`src/rtl/bus_arbiter_if.sv`:
```
// Bundle of the EU, prefetch and memory-side signals of the bus arbiter.
// The master modport is the arbiter's view; slave is the view of the surrounding requesters/memory.
interface bus_arbiter_if;
   logic [1:0]  eu_command;
   logic [19:0] eu_address;
   logic [15:0] eu_data_out;
   logic [15:0] eu_data_in;
   logic        eu_done;
   logic        pf_request;
   logic [19:0] pf_address;
   logic        pf_flush;
   logic [15:0] pf_data_in;
   logic        pf_done;
   logic [1:0]  mem_command;
   logic [19:0] mem_address;
   logic [15:0] mem_data_out;
   logic [15:0] mem_data_in;
   logic        mem_ready;
   logic [1:0]  bus_owner;
   logic        bus_error;

   modport master (
      input  eu_command, eu_address, eu_data_out, pf_request, pf_address, pf_flush,
             mem_data_in, mem_ready,
      output eu_data_in, eu_done, pf_data_in, pf_done, mem_command, mem_address,
             mem_data_out, bus_owner, bus_error
   );

   modport slave (
      output eu_command, eu_address, eu_data_out, pf_request, pf_address, pf_flush,
             mem_data_in, mem_ready,
      input  eu_data_in, eu_done, pf_data_in, pf_done, mem_command, mem_address,
             mem_data_out, bus_owner, bus_error
   );
endinterface

```
`src/rtl/bus_arbiter.sv`:
```
// Two-requester (EU over prefetch) memory bus arbiter with an IDLE/BUSY/DONE handshake.
// Optional BUSY watchdog enabled by defining BUS_TIMEOUT_EN (limit set by TIMEOUT_CYCLES).
module bus_arbiter #(
   parameter int unsigned TIMEOUT_CYCLES = 64
) (
   input  logic          clk,
   input  logic          reset,
   bus_arbiter_if.master bus
);

   typedef enum logic [1:0] {IDLE, BUSY, DONE} state_t;

   state_t      r_state;
   logic [1:0]  r_memCommand;
   logic [19:0] r_memAddress;
   logic [15:0] r_memDataOut;
   logic [15:0] r_euDataIn;
   logic [15:0] r_pfDataIn;
   logic        r_euDone;
   logic        r_pfDone;
   logic [1:0]  r_busOwner;
   logic        r_pfFlushed;

   logic        w_euReq;
   logic        w_pfReq;
   logic        w_pfKeep;
   logic        w_timeout;
   logic [15:0] w_rdData;

   assign w_euReq  = (bus.eu_command == 2'd1) || (bus.eu_command == 2'd2);
   assign w_pfReq  = bus.pf_request && !bus.pf_flush;
   // A flush seen on any BUSY edge, including the completing one, drops the prefetch result.
   assign w_pfKeep = !r_pfFlushed && !bus.pf_flush;
   assign w_rdData = bus.mem_ready ? bus.mem_data_in : 16'hFFFF;

`ifdef BUS_TIMEOUT_EN
   localparam int unsigned CntW = (TIMEOUT_CYCLES > 1) ? $clog2(TIMEOUT_CYCLES) : 1;

   logic [CntW-1:0] r_busyCnt;
   logic            r_busError;

   // mem_ready on the final allowed cycle wins over the timeout.
   assign w_timeout = (r_state == BUSY) && (r_busyCnt == CntW'(TIMEOUT_CYCLES - 1)) &&
                      !bus.mem_ready;

   always_ff @(posedge clk or negedge reset) begin
      if (!reset) begin
         r_busyCnt  <= '0;
         r_busError <= 1'b0;
      end else begin
         r_busyCnt  <= (r_state == BUSY) ? r_busyCnt + 1'b1 : '0;
         r_busError <= w_timeout;
      end
   end

   assign bus.bus_error = r_busError;
`else
   assign w_timeout     = 1'b0;
   assign bus.bus_error = 1'b0;
`endif

   always_ff @(posedge clk or negedge reset) begin
      if (!reset) begin
         r_state      <= IDLE;
         r_memCommand <= 2'd0;
         r_memAddress <= 20'd0;
         r_memDataOut <= 16'd0;
         r_euDataIn   <= 16'd0;
         r_pfDataIn   <= 16'd0;
         r_euDone     <= 1'b0;
         r_pfDone     <= 1'b0;
         r_busOwner   <= 2'd0;
         r_pfFlushed  <= 1'b0;
      end else begin
         case (r_state)
            IDLE: begin
               if (w_euReq) begin
                  r_memCommand <= bus.eu_command;
                  r_memAddress <= bus.eu_address;
                  if (bus.eu_command == 2'd2) r_memDataOut <= bus.eu_data_out;
                  r_busOwner   <= 2'd1;
                  r_state      <= BUSY;
               end else if (w_pfReq) begin
                  r_memCommand <= 2'd1;
                  r_memAddress <= bus.pf_address;
                  r_busOwner   <= 2'd2;
                  r_state      <= BUSY;
               end
            end
            BUSY: begin
               if ((r_busOwner == 2'd2) && bus.pf_flush) r_pfFlushed <= 1'b1;
               if (bus.mem_ready || w_timeout) begin
                  r_memCommand <= 2'd0;
                  r_state      <= DONE;
                  if (r_busOwner == 2'd1) begin
                     r_euDone <= 1'b1;
                     if (r_memCommand == 2'd1) r_euDataIn <= w_rdData;
                  end else if ((r_busOwner == 2'd2) && w_pfKeep) begin
                     r_pfDone   <= 1'b1;
                     r_pfDataIn <= w_rdData;
                  end
               end
            end
            DONE: begin
               r_euDone    <= 1'b0;
               r_pfDone    <= 1'b0;
               r_busOwner  <= 2'd0;
               r_pfFlushed <= 1'b0;
               r_state     <= IDLE;
            end
            default: r_state <= IDLE;
         endcase
      end
   end

   assign bus.mem_command  = r_memCommand;
   assign bus.mem_address  = r_memAddress;
   assign bus.mem_data_out = r_memDataOut;
   assign bus.eu_data_in   = r_euDataIn;
   assign bus.pf_data_in   = r_pfDataIn;
   assign bus.eu_done      = r_euDone;
   assign bus.pf_done      = r_pfDone;
   assign bus.bus_owner    = r_busOwner;

endmodule

```
`src/flat_wrapper.sv`:
```
// flat-port wrapper written by rule: the top's interface ports become plain ports
module bus_arbiter_flat 
#(
   parameter int unsigned TIMEOUT_CYCLES = 64
)
  (clk, reset, bus_eu_command, bus_eu_address, bus_eu_data_out, bus_pf_request, bus_pf_address, bus_pf_flush, bus_mem_data_in, bus_mem_ready, bus_eu_data_in, bus_eu_done, bus_pf_data_in, bus_pf_done, bus_mem_command, bus_mem_address, bus_mem_data_out, bus_bus_owner, bus_bus_error);
  bus_arbiter_if bus_i ();
  input  logic clk;
  input  logic reset;
  input wire logic [$bits(bus_i.eu_command)-1:0] bus_eu_command;
  input wire logic [$bits(bus_i.eu_address)-1:0] bus_eu_address;
  input wire logic [$bits(bus_i.eu_data_out)-1:0] bus_eu_data_out;
  input wire logic [$bits(bus_i.pf_request)-1:0] bus_pf_request;
  input wire logic [$bits(bus_i.pf_address)-1:0] bus_pf_address;
  input wire logic [$bits(bus_i.pf_flush)-1:0] bus_pf_flush;
  input wire logic [$bits(bus_i.mem_data_in)-1:0] bus_mem_data_in;
  input wire logic [$bits(bus_i.mem_ready)-1:0] bus_mem_ready;
  output wire logic [$bits(bus_i.eu_data_in)-1:0] bus_eu_data_in;
  output wire logic [$bits(bus_i.eu_done)-1:0] bus_eu_done;
  output wire logic [$bits(bus_i.pf_data_in)-1:0] bus_pf_data_in;
  output wire logic [$bits(bus_i.pf_done)-1:0] bus_pf_done;
  output wire logic [$bits(bus_i.mem_command)-1:0] bus_mem_command;
  output wire logic [$bits(bus_i.mem_address)-1:0] bus_mem_address;
  output wire logic [$bits(bus_i.mem_data_out)-1:0] bus_mem_data_out;
  output wire logic [$bits(bus_i.bus_owner)-1:0] bus_bus_owner;
  output wire logic [$bits(bus_i.bus_error)-1:0] bus_bus_error;
  assign bus_i.eu_command = bus_eu_command;
  assign bus_i.eu_address = bus_eu_address;
  assign bus_i.eu_data_out = bus_eu_data_out;
  assign bus_i.pf_request = bus_pf_request;
  assign bus_i.pf_address = bus_pf_address;
  assign bus_i.pf_flush = bus_pf_flush;
  assign bus_i.mem_data_in = bus_mem_data_in;
  assign bus_i.mem_ready = bus_mem_ready;
  assign bus_eu_data_in = bus_i.eu_data_in;
  assign bus_eu_done = bus_i.eu_done;
  assign bus_pf_data_in = bus_i.pf_data_in;
  assign bus_pf_done = bus_i.pf_done;
  assign bus_mem_command = bus_i.mem_command;
  assign bus_mem_address = bus_i.mem_address;
  assign bus_mem_data_out = bus_i.mem_data_out;
  assign bus_bus_owner = bus_i.bus_owner;
  assign bus_bus_error = bus_i.bus_error;
  bus_arbiter #(.TIMEOUT_CYCLES(TIMEOUT_CYCLES)) u_core (.clk(clk), .reset(reset), .bus(bus_i));
endmodule
```
`config.mk`:
```
export PLATFORM = sky130hd
export DESIGN_NAME = bus_arbiter_flat
export DESIGN_NICKNAME = d
export VERILOG_FILES = /design/src/rtl/bus_arbiter_if.sv /design/src/rtl/bus_arbiter.sv /design/src/flat_wrapper.sv
export SDC_FILE = /design/constraint.sdc
export NUM_CORES = 1
export LEC_CHECK = 0
export CAP_MARGIN = 20
export CORE_ASPECT_RATIO = 0.75
export CORE_MARGIN = 2
export CORE_UTILIZATION = 45
export CTS_CLUSTER_SIZE = 20
export DETAILED_ROUTE_END_ITERATION = 10
export PLACE_DENSITY = 0.85
export SYNTH_ARGS = -nofsm -noshare
export SYNTH_HDL_FRONTEND = slang
export SYNTH_SLANG_ARGS = --single-unit
```
`constraint.sdc`:
```
create_clock -name clk -period 3.4 [get_ports clk]
set_clock_uncertainty 0.05 [all_clocks]
set_input_delay 0.68 -clock clk [delete_from_list [all_inputs] [get_ports clk]]
set_output_delay 0.68 -clock clk [all_outputs]
set_load 0.005 [all_outputs]
```
==> metrics.cfg <==
[floorplan]
die_h_microns=80.0
rows=27
die_w_microns=105
initial_core_util=0.469
io_pins=154
core_area_sq_mm=0.00740
die_area_sq_mm=0.00844

[clocking]
root_buffer=clkbuf_8
cts_resized=0
cts_tree=built
cts_hold_buffers=0
h-tree-depth=3
clk_path_buf_depth=2
clk_latency_ps=340
cts_buffers=9
cts.clk_slew.worst_paths_ps=80
post_cts_buffers=0
cts.sinks=77

[timing]
finalCritPeriodShare=0.695
slew_viol_final=0
hold_violations=0
finalSetupTns_ps=0
worst_pin_slew_ps=965
rsz0062_at_grt=no
post-route-min-period_ps=2360
clock.fmax_mhz=423
relSlewSlack=0.356
setup_viol_count_final=0

[setup_path]
reg2reg_slack_ps=1360
path_buf_inv=3
required_ps=3580
worstPathArrival_ps=2540
rr_worst_depth=5
setup.worst_path.start_class=primary input
path_max_fanout=18
cp_slowest_cell=clkdlybuf4s50_1
critPathKind=in -> reg
worstReg2RegEnd=u_core.bus.mem_address[2]
crit-reg2reg-launch=u_core.r_state[1]
path_cells=clkdlybuf4s50_1 -> inv_1 -> ha_1 -> buf_4 -> mux2_2 -> mux2_2
crit_top_cell=mux2_2
cp-end-kind=flip-flop
max_stage_delay_ps=450
cpLargestDelayFamily=buffers and inverters

[synth]
synth_compound_area_frac=0.0173
yosys.area_share.adder=0.0216
avgSynthCellArea_sq_um=15.3
synth-edff-count=0
syn_area_sq_mm=0.00347
async_flop_share=1.00
synth-xor-area-share=0
synth-main-ff-cell=dfrtp_1
ys_warn_count=0
muxShareOfSynthArea=0.329
ys_ff_latch=77
synthCells=227
synthSimpleGateAreaFrac=0.0386
synth.lib_cells_used.distinct=30
ys_seq_area_frac=0.555
syn-num-nets=312
synth_top_family_by_area=multiplexers

[detailed_routing]
avgViaCountPerCell=4.90
drc=0
ant_nets=0
post_drt_wl_per_cell_microns=16.5
drtIter0Drc=70
drtPass1Iterations=4
drt-total-wl_mm=8.09
vias=2394

[cells_and_area]
synthToLayoutAreaGrowth_pct=52.4
layout-drive-gt1-share=0.296
nets=468
antennaDiodeCount=0
fin_util=0.715
fin_cells=489
fill_cells=524
postLayoutCellArea_sq_mm=0.00529

[placement]
dpl.cell_count=473
gp_congestion=0.804
dp_hpwl_mm=5.95
portBuffers=152
dpl_cell_area_sq_mm=0.00505

[power]
ir_worst_vdd_uv=391
seq_power_share=0.369
switchingPower_uw=1190
swShare=0.270
p_leak_uw=0.00227
combPwrFrac=0.446
p_clk_frac=0.185
p_int_uw=3220
powerDensity_mw_per_mm2=834

[status]
outcome=finished, final reports clean

[grt]
grt_pass1_wl_mm=13.0
gr-usage-all-layers=0.201
grt_pass1_vias=2556
grt_max_degree=78
grt_overflow=0
grt_antenna_before_repair=0

[job]
maxCapViolCount=0

[min_path]
hold_path.class=in -> async

metrics by stage:
| stage | hold slack, ps | setup WS [ps] | power (uW) |
|---|---|---|---|
| final | 412 | 1040 | 4410 |
| after global placement | 436 | 732 | 3560 |
| after floorplan | 334 | 1370 | 2450 |
| after global routing | 465 | 931 | 4680 |
| after detailed placement | 443 | 661 | 3620 |
| after CTS | 462 | 1040 | 4460 |
how the worst max path moves through the flow:
stage	from	endpoint	slack [ps]	cells after the start
after global placement	bus_eu_command[0]	u_core.bus.mem_address[11]	730	6
after CTS	bus_eu_command[0]	u_core.bus.mem_data_out[4]	1040	6
after global routing	bus_eu_command[0]	u_core.bus.mem_address[2]	930	6
after floorplan	bus_eu_command[0]	u_core.bus.mem_address[0]	1370	5
final	bus_eu_command[0]	u_core.bus.mem_address[2]	1040	6
after detailed placement	bus_eu_command[0]	u_core.bus.mem_address[2]	660	6
registers in the layout (all words and copies together), names as in the netlist:
register / cells
u_core.bus.mem_command: 2
u_core.bus.eu_data_in: 16
u_core.bus.pf_done: 1
u_core.bus.mem_address: 20
u_core.bus.bus_owner: 2
u_core.bus.pf_data_in: 16
u_core.bus.eu_done: 1
u_core.r_state: 2
u_core.r_pfFlushed: 1
u_core.bus.mem_data_out: 16
layout by cell type, fill, tap and decap left out, types with 2 or more instances in the layout:
| cell | netlist | layout |
|---|---|---|
| nor2_1 | 2 | 2 |
| mux2_4 | 20 | 20 |
| nand2_1 | 3 | 3 |
| mux2i_1 | 4 | 4 |
| dfrtp_1 | 77 | 77 |
| mux2_2 | 71 | 71 |
| inv_1 | 8 | 8 |
| clkdlybuf4s50_1 | 0 | 151 |
| o211ai_1 | 2 | 2 |
| nor2b_1 | 3 | 3 |
| o21ai_0 | 3 | 3 |
| buf_4 | 1 | 5 |
| nand2b_1 | 3 | 3 |
| ha_1 | 6 | 6 |
| clkbuf_8 | 0 | 9 |
| bufinv_16 | 0 | 3 |
cell type report:
cell class / instances / area, sq um / share of cell area
Clock buffer: 10 / 128 / 0.0241
Clock inverter: 6 / 111 / 0.0211
Inverter: 8 / 30.0 / 0.00568
Multi-Input combinational cell: 131 / 1420 / 0.268
Sequential cell: 77 / 1930 / 0.364
Tap cell: 101 / 126 / 0.0239
Timing Repair Buffer: 156 / 1550 / 0.293
routing by layer:
metal,GRT usage,wire length (microns),vias up
met4,0.0480,70,0
li1,-,-,1112
met1,0.230,3320,1189
met2,0.350,4080,87
met5,0,0,-
met3,0.0865,618,6
logic make-up (layout without fill, tap and decap cells):
family	after synthesis	count (layout)
flip-flops	77	77
multiplexers	95	95
adder cells (fa/ha/maj)	6	6
buffers and inverters	19	180
AND/OR/NAND/NOR	20	20
AO/OA/AOI/OAI	9	9
other	1	1
cells in the mapped netlist (2+ instances only):
cell / count / area (sq um)
dfrtp_1: 77 / 1930
mux2_2: 71 / 800
mux2_4: 20 / 300
inv_1: 8 / 30.0
buf_2: 6 / 30.0
ha_1: 6 / 75.1
mux2i_1: 4 / 40.0
nand2_1: 3 / 11.3
nand2b_1: 3 / 18.8
nor2b_1: 3 / 18.8
o21ai_0: 3 / 15.0
buf_12: 2 / 40.0
buf_6: 2 / 22.5
nor2_1: 2 / 7.51
o211ai_1: 2 / 15.0
power groups by stage:
| stage | clock, uW | sequential (uW) | combinational [uW] |
|---|---|---|---|
| floorplan | 0 | 1650 | 805 |
| global placement | 0 | 1620 | 1940 |
| detailed placement | 0 | 1640 | 1990 |
| CTS | 838 | 1630 | 1990 |
| global route | 878 | 1690 | 2110 |
| finish | 815 | 1630 | 1970 |
(Power assumes the default switching activity.)
==> variant 1, RTL diff (same flow settings) <==
Encoding of `state_t`: now one-hot (3 bits for 3 states).
--- a/src/rtl/bus_arbiter.sv
+++ b/src/rtl/bus_arbiter.sv
@@ -8,7 +8,7 @@
    bus_arbiter_if.master bus
 );
 
-   typedef enum logic [1:0] {IDLE, BUSY, DONE} state_t;
+   typedef enum logic [2:0] {IDLE = 3'b001, BUSY = 3'b010, DONE = 3'b100} state_t;
 
    state_t      r_state;
    logic [1:0]  r_memCommand;
Formal check against the unedited RTL: same outputs for any inputs over 4 cycles, from zero or initial values and one cycle with reset low; so few cycles prove little.
==> variant 1 against the unedited design <==
  * Critical endpoint unchanged
  * Global-route usage fell by 0.50 points
  * Synthesized area decreased by 2.8%
  * Wire length down 5.3%
  * Sequential cell count grew 1
  * Power is 15% lower
  * Final area is 2.3% lower
  * Sequential share of layout area increased by 1.4 points
  * Largest cell class unchanged
  * Count of clock-buffer cells in the layout is the same
  * Setup slack lost 0.22 ns
  * Highest routed layer unchanged
==> variant 1: results <==
group,metric,value,unit
setup_path,rr_worst_depth,4,
cells_and_area,fin_nets,457,
global_route,grt_pass1_vias,2572,
clocking,cts_buffer_depth,2,
synthesis,ys_seq_area_frac,0.579,
clocking,cts_inserted_buffers,9,
setup_path,rrSetupSlack,1.41,ns
synthesis,muxShareOfSynthArea,0.310,
setup_path,arrival,2.73,ns
place,placed_area,0.00498,mm2
sta,worst_slew_pin_slew,0.959,ns
global_route,grt_first_pass_wirelength,12700,um
sta,finalCritPeriodShare,0.759,
place,dpl.hpwl,5770,um
synthesis,ys_warn_count,0,
route,drt_iter0_drc,32,
setup_path,timing.rr.end,"u_core.bus.pf_data_in[7]$_DFFE_PN0P_",
synthesis,synth_cell_types,34,
synthesis,synth_compound_area_frac,0.0219,
synthesis,syn_inst,219,
place,place_congestion,0.781,
global_route,grt_start_max_net_pins,79,
cells_and_area,drive_gt1_frac,0.300,
sta,fin_worst_hold_slack,0.444,ns
run_status,run_status,"complete, no violations",
place,dpl.cell_count,466,
route,via_count,2335,
synthesis,synth.top_cells.by_area,"dfrtp_1 57%, mux2_2 26%, mux2_4 4.0%, a2111oi_4 0.82%, nand4bb_4 0.82%",
place,place_worst_setup_slack,0.482,ns
route,viasPerCell,4.85,
setup_path,worstPathMaxFanout,20,
synthesis,post_synth_fa_ha_maj_area_fraction,0.00742,
synthesis,synth_top_cells_by_count,"79 x mux2_2, 77 x dfrtp_1, 9 x mux2_4, 7 x inv_1",
power,ir_drop,0.418,mV
setup_path,r2r_start,"u_core.r_state[2]$_DFFE_PN0P_",
synthesis,synth_nets,300,
route,wirelength,7660,um
-- variant 1: cell types whose count changed in the layout (fill, tap and decap cells not counted), sizes merged, moves of 2 or more --
cell,change
o211ai,-2
buf,+2
bufinv,-2
ha,-4
nor2b,-2
mux2,-3
mux2i,-2
o21ai,-2
nor2,+2
-- variant 1: worst max path at each step --
stage,startpoint,to
5_1_grt,bus_eu_command[0],u_core.bus.mem_address[2]$_DFFE_PN0P_
6_report,bus_eu_command[0],u_core.bus.mem_address[2]$_DFFE_PN0P_
3_3_place_gp,bus_eu_command[0],u_core.bus.mem_address[19]$_DFFE_PN0P_
3_5_place_dp,bus_eu_command[0],u_core.bus.mem_address[2]$_DFFE_PN0P_
2_1_floorplan,bus_eu_command[0],u_core.bus.mem_data_out[0]$_DFFE_PN0P_
4_1_cts,bus_eu_command[0],u_core.bus.mem_address[1]$_DFFE_PN0P_
-- variant 1: where the power goes --
part	leakage [nW]	internal, mW	switching (mW)
Combinational	1.18	1.08	0.456
Clock	0.0888	0.337	0.322
Sequential	0.975	1.31	0.227
-- variant 1: metal layers --
metal	GRT usage	vias up	share of wire
met5	0	-	0
met4	0.0338	0	0.0023
met3	0.0805	2	0.081
met2	0.346	100	0.49
met1	0.231	1148	0.42
li1	-	1085	-
-- variant 1: critical path, stage by stage --
cell and delay [ns]:
clkdlybuf4s50_1 0.45, inv_1 0.05, ha_1 0.44, a2111oi_4 0.37, buf_4 0.35, mux2_2 0.38
-- variant 1: final cells by class --
type / count / area [um2]
flip-flops and latches: 78 / 1950
multi-input cells: 122 / 1310
well taps: 101 / 126
inverters: 7 / 26.3
clock buffers: 10 / 128
fillers: 527 / 2130
clock inverters: 5 / 58.8
repair buffers: 158 / 1560
==> variant 2, RTL diff (config.mk and constraints unchanged) <==
Without the edit above. Build with the macro `BUS_TIMEOUT_EN` defined.
--- a/src/rtl/bus_arbiter.sv
+++ b/src/rtl/bus_arbiter.sv
@@ -1,5 +1,7 @@
 // Two-requester (EU over prefetch) memory bus arbiter with an IDLE/BUSY/DONE handshake.
 // Optional BUSY watchdog enabled by defining BUS_TIMEOUT_EN (limit set by TIMEOUT_CYCLES).
+`define BUS_TIMEOUT_EN
+
 module bus_arbiter #(
    parameter int unsigned TIMEOUT_CYCLES = 64
 ) (
Function: same outputs for any inputs over 10 cycles, from zero or initial values and one cycle with reset low; that may be too few to reach the edited logic, so the function may still have changed.
==> variant 2 against the unedited design <==
  * Sequential cell count increased by 7
  * Fmax increased by 0.44%
  * Synthesized area increased by 2.7%
  * Global-route usage increased by 1.1 points
  * Setup slack improved by 0.010 ns
  * Power decreased by 8.5%
  * Critical endpoint is now u_core.bus.pf_data_in[2]$_DFFE_PN0P_
  * Wire length increased by 9.9%
  * Final area increased by 2.1%
  * First-iteration DRC count increased by 4.3%
  * Critical path depth decreased by 1
  * Sequential share of layout area increased by 2.5 points
==> variant 2: results <==
group,metric,value,unit
run_status,run_status,"complete, no violations",
sta,max-slew-margin-rel,0.492,
setup_path,rr_worst_depth,5,
cells_and_area,multi_input_area,0.00133,mm2
route,wl_met3,793,um
synthesis,synth_area_per_cell,12.6,um2
global_route,grt_first_pass_wirelength,14000,um
setup_path,slowest_stage,"nand4_1",
route,viasPerCell,5.06,
power,pg_comb,1.61,mW
cells_and_area,multi_input_area_share,0.246,
global_route,grtUsageMet1,0.255,
power,switching_power,1.21,mW
synthesis,synth_nets,368,
cells_and_area,fin_nets,521,
global_route,grt_pass1_vias,2868,
cells_and_area,bufAreaShareNonClock,0.294,
route,via_count,2765,
route,wl_met1,3550,um
place,dpl.hpwl,6530,um
sta,fin_worst_hold_slack,0.107,ns
cells_and_area,n_all_buffers,158,
place,port_buffers,153,
cells_and_area,nMultiInputCombCells,175,
synthesis,synth_cell_types,42,
clocking,clock_sinks,84,
setup_path,worstSetupStartpoint,"u_core.r_state[1]$_DFFE_PN0P_",
synthesis,synth.top_cells.by_area,"dfrtp_1 59%, o22a_1 7.9%, mux2i_1 6.5%, mux2_2 5.1%, o21ai_0 3.2%",
power,pg_seq,1.63,mW
synthesis,ys_seq_area_frac,0.590,
place,place_congestion,0.842,
place,placed_area,0.00514,mm2
power,p_leak,2.35,nW
setup_path,timing.rr.end,"u_core.bus.pf_data_in[2]$_DFFE_PN0P_",
power,ir_drop,0.329,mV
route,met2_length,4410,um
global_route,grt_start_max_net_pins,85,
global_route,grt_use_total,0.212,
cells_and_area,fillers,596,
power,pg_clk,0.796,mW
route,dr.pass1.iters,5,
setup_path,path_delay_family,"simple AND/OR/NAND/NOR gates",
cells_and_area,drive_gt1_frac,0.109,
place,place_worst_setup_slack,0.749,ns
global_route,grt_use_met2,0.350,
setup_path,rrSetupSlack,1.05,ns
route,wl_per_cell,16.3,um
global_route,grt_use_met3,0.0899,
route,drt_iter0_drc,73,
==> variant 2: kinds of logic after synthesis <==
| kind of cell | share of synthesized area |
|---|---|
| AOI/OAI and AO/OA | 0.145 |
| xor gates and xnor gates | 0.00737 |
| adders and majority gates | 0.0211 |
| buffers and inverters | 0.0386 |
| DFF | 0.590 |
| muxes | 0.115 |
| and+or+nand+nor | 0.0832 |
==> variant 2: how the worst max path moves through the flow <==
stage                     cells past startpoint  slack, ns                                      end
after floorplan                               7       1.30  u_core.bus.mem_data_out[10]$_DFFE_PN0P_
after global placement                        4       0.79     u_core.bus.pf_data_in[8]$_DFFE_PN0P_
after detailed placement                      4       0.75     u_core.bus.eu_data_in[7]$_DFFE_PN0P_
after CTS                                     6       0.78     u_core.bus.eu_data_in[7]$_DFFE_PN0P_
after global routing                          5       0.82     u_core.bus.pf_data_in[4]$_DFFE_PN0P_
final                                         5       1.05     u_core.bus.pf_data_in[2]$_DFFE_PN0P_
